`config.mk`:
```
export PLATFORM = sky130hd
export DESIGN_NAME = memory_board_gen_flat
export DESIGN_NICKNAME = d
export VERILOG_FILES = /design/src/rtl/memory_board_gen_if.sv /design/src/rtl/memory_board_gen.sv /design/src/flat_wrapper.sv
export SDC_FILE = /design/constraint.sdc
export NUM_CORES = 1
export LEC_CHECK = 0
export BUFFER_PORTS_ARGS = -buffer_cell sky130_fd_sc_hd__buf_2
export CAP_MARGIN = 30
export CORE_UTILIZATION = 46
export DETAILED_ROUTE_END_ITERATION = 12
export SLEW_MARGIN = 40
export SYNTH_ARGS = -nofsm -noshare
export SYNTH_HDL_FRONTEND = slang
export SYNTH_SLANG_ARGS = --single-unit
```
`constraint.sdc`:
```
create_clock -name clk -period 6.21 [get_ports clk]
set_input_delay 1.5525 -clock clk [delete_from_list [all_inputs] [get_ports clk]]
set_output_delay 1.5525 -clock clk [all_outputs]
set_load 0.02 [all_outputs]
```
`src/rtl/memory_board_gen_if.sv`:
```
// Board-generator bus: control inputs (start/clear/window) and board outputs.
// With BOARD_GEN_SEED_PORT_EN defined it also carries the seed_load/seed pair.
// WIDTH must match the WIDTH of the memory_board_gen instance it connects to.
interface memory_board_gen_if #(
  parameter int WIDTH = 16
);
  localparam int CW = $clog2(WIDTH + 1);

  logic             start;
  logic             clear;
  logic [CW-1:0]    min_lit;
  logic [CW-1:0]    max_lit;
  logic [WIDTH-1:0] board;
  logic             board_valid;
  logic             busy;
  logic [CW-1:0]    lit_count;
  logic             fail;
`ifdef BOARD_GEN_SEED_PORT_EN
  logic             seed_load;
  logic [31:0]      seed;
`endif

  // Player/difficulty side: drives requests, observes the board.
  modport master (
    output start, clear, min_lit, max_lit,
`ifdef BOARD_GEN_SEED_PORT_EN
    output seed_load, seed,
`endif
    input  board, board_valid, busy, lit_count, fail
  );

  // Generator side.
  modport slave (
    input  start, clear, min_lit, max_lit,
`ifdef BOARD_GEN_SEED_PORT_EN
    input  seed_load, seed,
`endif
    output board, board_valid, busy, lit_count, fail
  );
endinterface

```
`src/rtl/memory_board_gen.sv`:
```
// Memory Matrix board generator. A free-running 32-bit Galois LFSR supplies
// one candidate board per cycle; candidates are rejected until the lit-tile
// count lands in the registered [emin, emax] window, with a deterministic
// fallback board after MAX_TRIES candidates or for an empty window.
// Optional macro BOARD_GEN_SEED_PORT_EN adds a runtime LFSR seed-load port.
module memory_board_gen #(
  parameter int          WIDTH     = 16,
  parameter logic [31:0] SEED      = 32'hACE1_2468,
  parameter int          MAX_TRIES = 64
) (
  input logic               clk,
  input logic               reset,
  memory_board_gen_if.slave bus
);
  localparam int            CW          = $clog2(WIDTH + 1);
  localparam logic [CW-1:0] WIDTH_CW    = CW'(WIDTH);
  localparam logic [7:0]    MAX_TRIES_8 = 8'(MAX_TRIES);
  localparam logic [31:0]   LFSR_MASK   = 32'h8020_0003;

  typedef enum logic [1:0] {IDLE, ARMED, GEN, READY} state_t;

  state_t           state_reg, state_next;
  logic [31:0]      lfsr_reg, lfsr_step;
  logic [WIDTH-1:0] board_reg, cand, fb_board;
  logic [CW-1:0]    lit_reg, cand_pop, fb_count;
  logic [CW-1:0]    emin_reg, emax_reg, emin_launch, emax_launch;
  logic [7:0]       tries_reg;
  logic             fail_reg;
  logic             window_bad, accept, last_try, go_fallback;

  function automatic logic [CW-1:0] popcount(input logic [WIDTH-1:0] v);
    logic [CW-1:0] n;
    n = '0;
    for (int i = 0; i < WIDTH; i++) n = n + CW'(v[i]);
    return n;
  endfunction

  // Right-shifting Galois step: bit 0 falls out and folds the tap mask back in.
  assign lfsr_step = {1'b0, lfsr_reg[31:1]} ^ (lfsr_reg[0] ? LFSR_MASK : 32'h0);
  assign cand      = lfsr_reg[WIDTH-1:0];
  assign cand_pop  = popcount(cand);

  // Window clamped at launch: a zero minimum would allow an all-dark board.
  assign emin_launch = (bus.min_lit == '0) ? CW'(1) : bus.min_lit;
  assign emax_launch = (bus.max_lit > WIDTH_CW) ? WIDTH_CW : bus.max_lit;

  // Fallback board lights the lowest emin tiles (all tiles when emin >= WIDTH).
  for (genvar gi = 0; gi < WIDTH; gi++) begin : g_fallback
    assign fb_board[gi] = (CW'(gi) < emin_reg);
  end
  assign fb_count = (emin_reg > WIDTH_CW) ? WIDTH_CW : emin_reg;

  assign window_bad  = (emin_reg > emax_reg);
  assign accept      = !window_bad && (cand_pop >= emin_reg) && (cand_pop <= emax_reg);
  assign last_try    = ((tries_reg + 8'd1) == MAX_TRIES_8);
  assign go_fallback = window_bad || (!accept && last_try);

  // LFSR runs in every state; clear deliberately leaves it alone.
  always_ff @(posedge clk or posedge reset) begin
    if (reset) lfsr_reg <= SEED;
`ifdef BOARD_GEN_SEED_PORT_EN
    else if (bus.seed_load) lfsr_reg <= (bus.seed == 32'h0) ? SEED : bus.seed;
`endif
    else lfsr_reg <= lfsr_step;
  end

  // State register.
  always_ff @(posedge clk or posedge reset) begin
    if (reset) state_reg <= IDLE;
    else       state_reg <= state_next;
  end

  // Next-state logic; clear overrides every other request.
  always_comb begin
    state_next = state_reg;
    if (bus.clear) begin
      state_next = IDLE;
    end else begin
      case (state_reg)
        IDLE:    if (bus.start)  state_next = ARMED;
        ARMED:   if (!bus.start) state_next = GEN;
        GEN:     if (accept || go_fallback) state_next = READY;
        READY:   if (bus.start)  state_next = ARMED;
        default: state_next = IDLE;
      endcase
    end
  end

  // Board datapath: window latch on launch, candidate accept or fallback in GEN.
  always_ff @(posedge clk or posedge reset) begin
    if (reset) begin
      board_reg <= '0;
      lit_reg   <= '0;
      fail_reg  <= 1'b0;
      emin_reg  <= '0;
      emax_reg  <= '0;
      tries_reg <= '0;
    end else if (bus.clear) begin
      board_reg <= '0;
      lit_reg   <= '0;
      fail_reg  <= 1'b0;
    end else begin
      case (state_reg)
        ARMED: begin
          if (!bus.start) begin
            emin_reg  <= emin_launch;
            emax_reg  <= emax_launch;
            tries_reg <= '0;
            fail_reg  <= 1'b0;
          end
        end
        GEN: begin
          if (accept) begin
            board_reg <= cand;
            lit_reg   <= cand_pop;
            fail_reg  <= 1'b0;
          end else if (go_fallback) begin
            board_reg <= fb_board;
            lit_reg   <= fb_count;
            fail_reg  <= 1'b1;
          end else begin
            tries_reg <= tries_reg + 8'd1;
          end
        end
        default: ;
      endcase
    end
  end

  // Status outputs decoded from the registered state.
  always_comb begin
    bus.board_valid = (state_reg == READY);
    bus.busy        = (state_reg == ARMED) || (state_reg == GEN);
  end

  assign bus.board     = board_reg;
  assign bus.lit_count = lit_reg;
  assign bus.fail      = fail_reg;
endmodule

```
`src/flat_wrapper.sv`:
```
// flat-port wrapper written by rule: the top's interface ports become plain ports
module memory_board_gen_flat 
#(
  parameter int          WIDTH     = 16,
  parameter logic [31:0] SEED      = 32'hACE1_2468,
  parameter int          MAX_TRIES = 64
)
  (clk, reset, bus_start, bus_clear, bus_min_lit, bus_max_lit, bus_board, bus_board_valid, bus_busy, bus_lit_count, bus_fail);
  memory_board_gen_if #(.WIDTH(WIDTH)) bus_i ();
  input logic clk;
  input logic reset;
  input wire logic [$bits(bus_i.start)-1:0] bus_start;
  input wire logic [$bits(bus_i.clear)-1:0] bus_clear;
  input wire logic [$bits(bus_i.min_lit)-1:0] bus_min_lit;
  input wire logic [$bits(bus_i.max_lit)-1:0] bus_max_lit;
  output wire logic [$bits(bus_i.board)-1:0] bus_board;
  output wire logic [$bits(bus_i.board_valid)-1:0] bus_board_valid;
  output wire logic [$bits(bus_i.busy)-1:0] bus_busy;
  output wire logic [$bits(bus_i.lit_count)-1:0] bus_lit_count;
  output wire logic [$bits(bus_i.fail)-1:0] bus_fail;
  assign bus_i.start = bus_start;
  assign bus_i.clear = bus_clear;
  assign bus_i.min_lit = bus_min_lit;
  assign bus_i.max_lit = bus_max_lit;
  assign bus_board = bus_i.board;
  assign bus_board_valid = bus_i.board_valid;
  assign bus_busy = bus_i.busy;
  assign bus_lit_count = bus_i.lit_count;
  assign bus_fail = bus_i.fail;
  memory_board_gen #(.WIDTH(WIDTH), .SEED(SEED), .MAX_TRIES(MAX_TRIES)) u_core (.clk(clk), .reset(reset), .bus(bus_i));
endmodule
```
==> impl_metrics.sql <==
INSERT INTO impl_metrics (metric_group, metric, value, unit) VALUES
('sta', 'worst_slew_pin_slew', '746.2', 'ps'),
('detailed_routing', 'wire_per_inst', '16.84', 'um'),
('pwr', 'power.static_leakage', '2.085', 'nW'),
('synthesis', 'yosysWarnings', '0', ''),
('placement', 'port-buffer-count', '37', ''),
('clock_tree', 'clkLatencyLatePin', '350', 'ps'),
('sta', 'clock_skew', '9.010', 'ps'),
('pwr', 'vdd_ir_drop_max', '0.0002047', 'V'),
('die', 'floorplan.die.height', '94.29', 'um'),
('die', 'fp.dieArea', '0.008890', 'mm2'),
('detailed_routing', 'detailedRoute.firstIterationViolations', '193', ''),
('synthesis', 'seq_total_area_yosys', '47.68', '%'),
('sta', 'final_hold_viol_count', '0', ''),
('min_path', 'hold_class', 'reg -> reg', ''),
('clock_tree', 'cts.repair_timing.setup_buffer_count', '0', ''),
('flow_run', 'maximum_capacitance_violations', '0', ''),
('final_layout', 'layoutNonFillerInstCount', '533', ''),
('clock_tree', 'cts-buffers-inserted', '9', ''),
('clock_tree', 'cts_htree_levels', '3', ''),
('die', 'chipWidth', '94.29', 'um'),
('critical_path', 'critical_path.endpoint_type', 'flip-flop', ''),
('die', 'pin_count', '38', ''),
('sta', 'fin_crit', '5991', 'ps'),
('clock_tree', 'cts_hold_buf', '0', ''),
('clock_tree', 'cts-root-to-sink-buffers', '2', ''),
('die', 'core_area', '0.008217', 'mm2'),
('synthesis', 'yosys_register_bits', '74', ''),
('sta', 'final.period_utilization', '96.47', '%'),
('min_path', 'worst_hold_startpoint', 'u_core.lfsr_reg[23]', ''),
('final_layout', 'antenna-diode-count', '0', ''),
('sta', 'worst_hold_check_slack', '358.3', 'ps'),
('critical_path', 'critical_path.reg2reg.endpoint', 'u_core.bus.lit_count[2]', ''),
('die', 'placement_rows', '33', ''),
('detailed_routing', 'routed_wl', '8978', 'um'),
('placement', 'dp_hpwl', '6467', 'um'),
('final_layout', 'largest_register_ffs', '32', ''),
('sta', 'max-slew-margin-rel', '50.25', '%'),
('synthesis', 'asyncSetResetFlopFracSynth', '100.0', '%'),
('clock_tree', 'cts_tree', 'built', ''),
('synthesis', 'synth_ff_type', 'sky130_fd_sc_hd__dfrtp_1', ''),
('detailed_routing', 'detail_route.first_pass.iterations', '5', ''),
('synthesis', 'synth.largest_area_cell', 'sky130_fd_sc_hd__dfrtp_1', ''),
('detailed_routing', 'detail_route.drc_violations', '0', ''),
('min_path', 'hold_path_depth', '0', ''),
('final_layout', 'flip_flop_and_latch_area', '0.001868', 'mm2'),
('clock_tree', 'clk_pin_slew', '80', 'ps'),
('synthesis', 'syn_avg_cell_area', '10.15', 'um2'),
('die', 'initial_core_util', '47.68', '%'),
('grt', 'grt_util_all_layers', '22.92', '%'),
('critical_path', 'cp_data_required_time', '6430', 'ps'),
('status', 'status', 'complete, no violations', ''),
('grt', 'grt_overflow', '0', ''),
('critical_path', 'worst-r2r-cell-count', '18', ''),
('final_layout', 'drive_above_1_share', '20.79', '%'),
('final_layout', 'final.fill_count', '734', ''),
('final_layout', 'area_growth_syn_to_layout', '14.15', '%'),
('critical_path', 'launching_element_type_of_the_critical_path', 'flip-flop', ''),
('sta', 'worst_slack', '219.0', 'ps'),
('critical_path', 'setup.worst_path.class', 'reg -> reg', ''),
('critical_path', 'critical_path_arrival', '6210', 'ps'),
('sta', 'final-max-slew-violation-count', '0', ''),
('critical_path', 'regToRegStartpoint', 'u_core.lfsr_reg[0]', ''),
('critical_path', 'ff2ff_setup_slack', '220', 'ps'),
('pwr', 'power_density', '420.1', 'mW/mm2'),
('placement', 'detailedPlace.worstSlack', '114.6', 'ps'),
('placement', 'globalplace.congestion', '0.9027', ''),
('synthesis', 'mappedNetlistArea', '0.003918', 'mm2'),
('detailed_routing', 'route.vias.total', '2976', ''),
('critical_path', 'worst_path_fanout_max', '11', ''),
('synthesis', 'netlist_top_cells_area', 'sky130_fd_sc_hd__dfrtp_1 (39%), sky130_fd_sc_hd__dfstp_2 (8.7%), sky130_fd_sc_hd__ha_1 (8.0%)', ''),
('min_path', 'worstHoldEndpoint', 'u_core.lfsr_reg[22]', '');
synth_stat cells, drive strengths merged (2+ instances only):
| library cell | instances |
|---|---|
| xor2 | 2 |
| a21o | 2 |
| o21ai | 23 |
| fa | 10 |
| nor3 | 13 |
| mux2i | 2 |
| nand4b | 2 |
| o21a | 2 |
| inv | 44 |
| nand3b | 4 |
| a211oi | 4 |
| o211ai | 6 |
| nand2 | 34 |
| a22o | 2 |
| nand3 | 6 |
| o32a | 2 |
| a211o | 9 |
| and3 | 3 |
| buf | 6 |
| a21boi | 2 |
| a311oi | 2 |
| dfrtp | 61 |
| or2 | 2 |
| nand4 | 5 |
| clkbuf | 13 |
| nor2 | 21 |
| o2111ai | 4 |
| a32oi | 2 |
| a21oi | 33 |
| xnor2 | 2 |
| a221oi | 2 |
| a31o | 2 |
| ha | 25 |
| or4 | 5 |
| nor3b | 2 |
| dfstp | 13 |
metrics by stage:
step                cell area (um2)  setup TNS, ps
global route                   4472         -52.39
detailed placement             4234              0
CTS                            4446              0
floorplan                      3918              0
global placement               4224              0
finish                         4472              0
layer usage:
layer,global-route usage [%],wire length [um]
met1,32.16,4090
met2,35.63,4346
met3,3.803,412
met4,8.333,129
met5,0,0
power breakdown:
group / switching [mW] / internal [mW] / leakage, nW
sequential: 0.0921 / 0.564 / 0.966
clock: 0.191 / 0.201 / 0.107
combinational: 0.521 / 0.310 / 1.01
total: 0.804 / 1.07 / 2.08
cell usage in the layout, fill, tap and decap left out, types with 5 or more instances in the layout:
cell                       instances
sky130_fd_sc_hd__nand4_1           5
sky130_fd_sc_hd__buf_4             7
sky130_fd_sc_hd__clkbuf_8         10
sky130_fd_sc_hd__nand3_1           6
sky130_fd_sc_hd__nand2_1          34
sky130_fd_sc_hd__dfrtp_1          61
sky130_fd_sc_hd__o21ai_0          22
sky130_fd_sc_hd__ha_1             25
sky130_fd_sc_hd__nor2_1           20
sky130_fd_sc_hd__a211o_1           9
sky130_fd_sc_hd__o211ai_1          5
sky130_fd_sc_hd__buf_2            37
sky130_fd_sc_hd__fa_1             10
sky130_fd_sc_hd__dfstp_2          13
sky130_fd_sc_hd__inv_1            43
sky130_fd_sc_hd__a21oi_1          32
sky130_fd_sc_hd__nor3_1           12
critical path: stages, from the launching register on:
cell and delay (ps):
sky130_fd_sc_hd__dfrtp_1 450, sky130_fd_sc_hd__ha_1 330, sky130_fd_sc_hd__inv_1 70, sky130_fd_sc_hd__fa_1 430
sky130_fd_sc_hd__fa_1 490, sky130_fd_sc_hd__fa_1 530, sky130_fd_sc_hd__fa_1 420, sky130_fd_sc_hd__fa_1 430
sky130_fd_sc_hd__fa_1 440, sky130_fd_sc_hd__nor2b_1 150, sky130_fd_sc_hd__o21a_1 210, sky130_fd_sc_hd__ha_1 270
sky130_fd_sc_hd__a21boi_0 130, sky130_fd_sc_hd__o32a_1 410, sky130_fd_sc_hd__nor3_2 350, sky130_fd_sc_hd__buf_4 260
sky130_fd_sc_hd__nor3_1 60, sky130_fd_sc_hd__a211oi_1 320, sky130_fd_sc_hd__nor3_1 90
final cells by class:
| class | instances | share of cell area (%) |
|---|---|---|
| well taps | 105 | 2.938 |
| clock inverters | 6 | 1.651 |
| multi-input cells | 249 | 41.30 |
| inverters | 44 | 3.693 |
| clock buffers | 10 | 3.078 |
| repair buffers | 45 | 5.568 |
| flip-flops and latches | 74 | 41.77 |
cells by family (layout without fill, tap and decap cells):
group / Yosys count / count (layout) / synth area share [%]
simple gates: 104 / 104 / 13.45
mux: 3 / 3 / 0.7985
buf+inv: 63 / 105 / 6.228
xor+xnor: 4 / 4 / 0.8944
compound gates: 103 / 103 / 17.85
flops: 74 / 74 / 47.68
fa+ha+maj: 35 / 35 / 13.09
worst max path at each step:
stage	start	endpoint	slack, ps	cells after the start
6_report	u_core.lfsr_reg[0]	u_core.bus.lit_count[2]	220	18
5_1_grt	u_core.lfsr_reg[0]	u_core.bus.lit_count[2]	-20	18
4_1_cts	u_core.lfsr_reg[0]	u_core.bus.board[5]	100	18
3_5_place_dp	u_core.lfsr_reg[0]	u_core.bus.board[5]	110	18
3_3_place_gp	u_core.lfsr_reg[0]	u_core.bus.board[2]	280	18
2_1_floorplan	u_core.lfsr_reg[0]	u_core.bus.board[6]	650	19
timing repair:
action / in CTS / in global routing
resized for setup: 0 / 5
hold endpoints to repair: 0 / 0
endpoints found under the setup margin: 0 / 27
No activity file was read; power rests on OpenSTA's default activity.
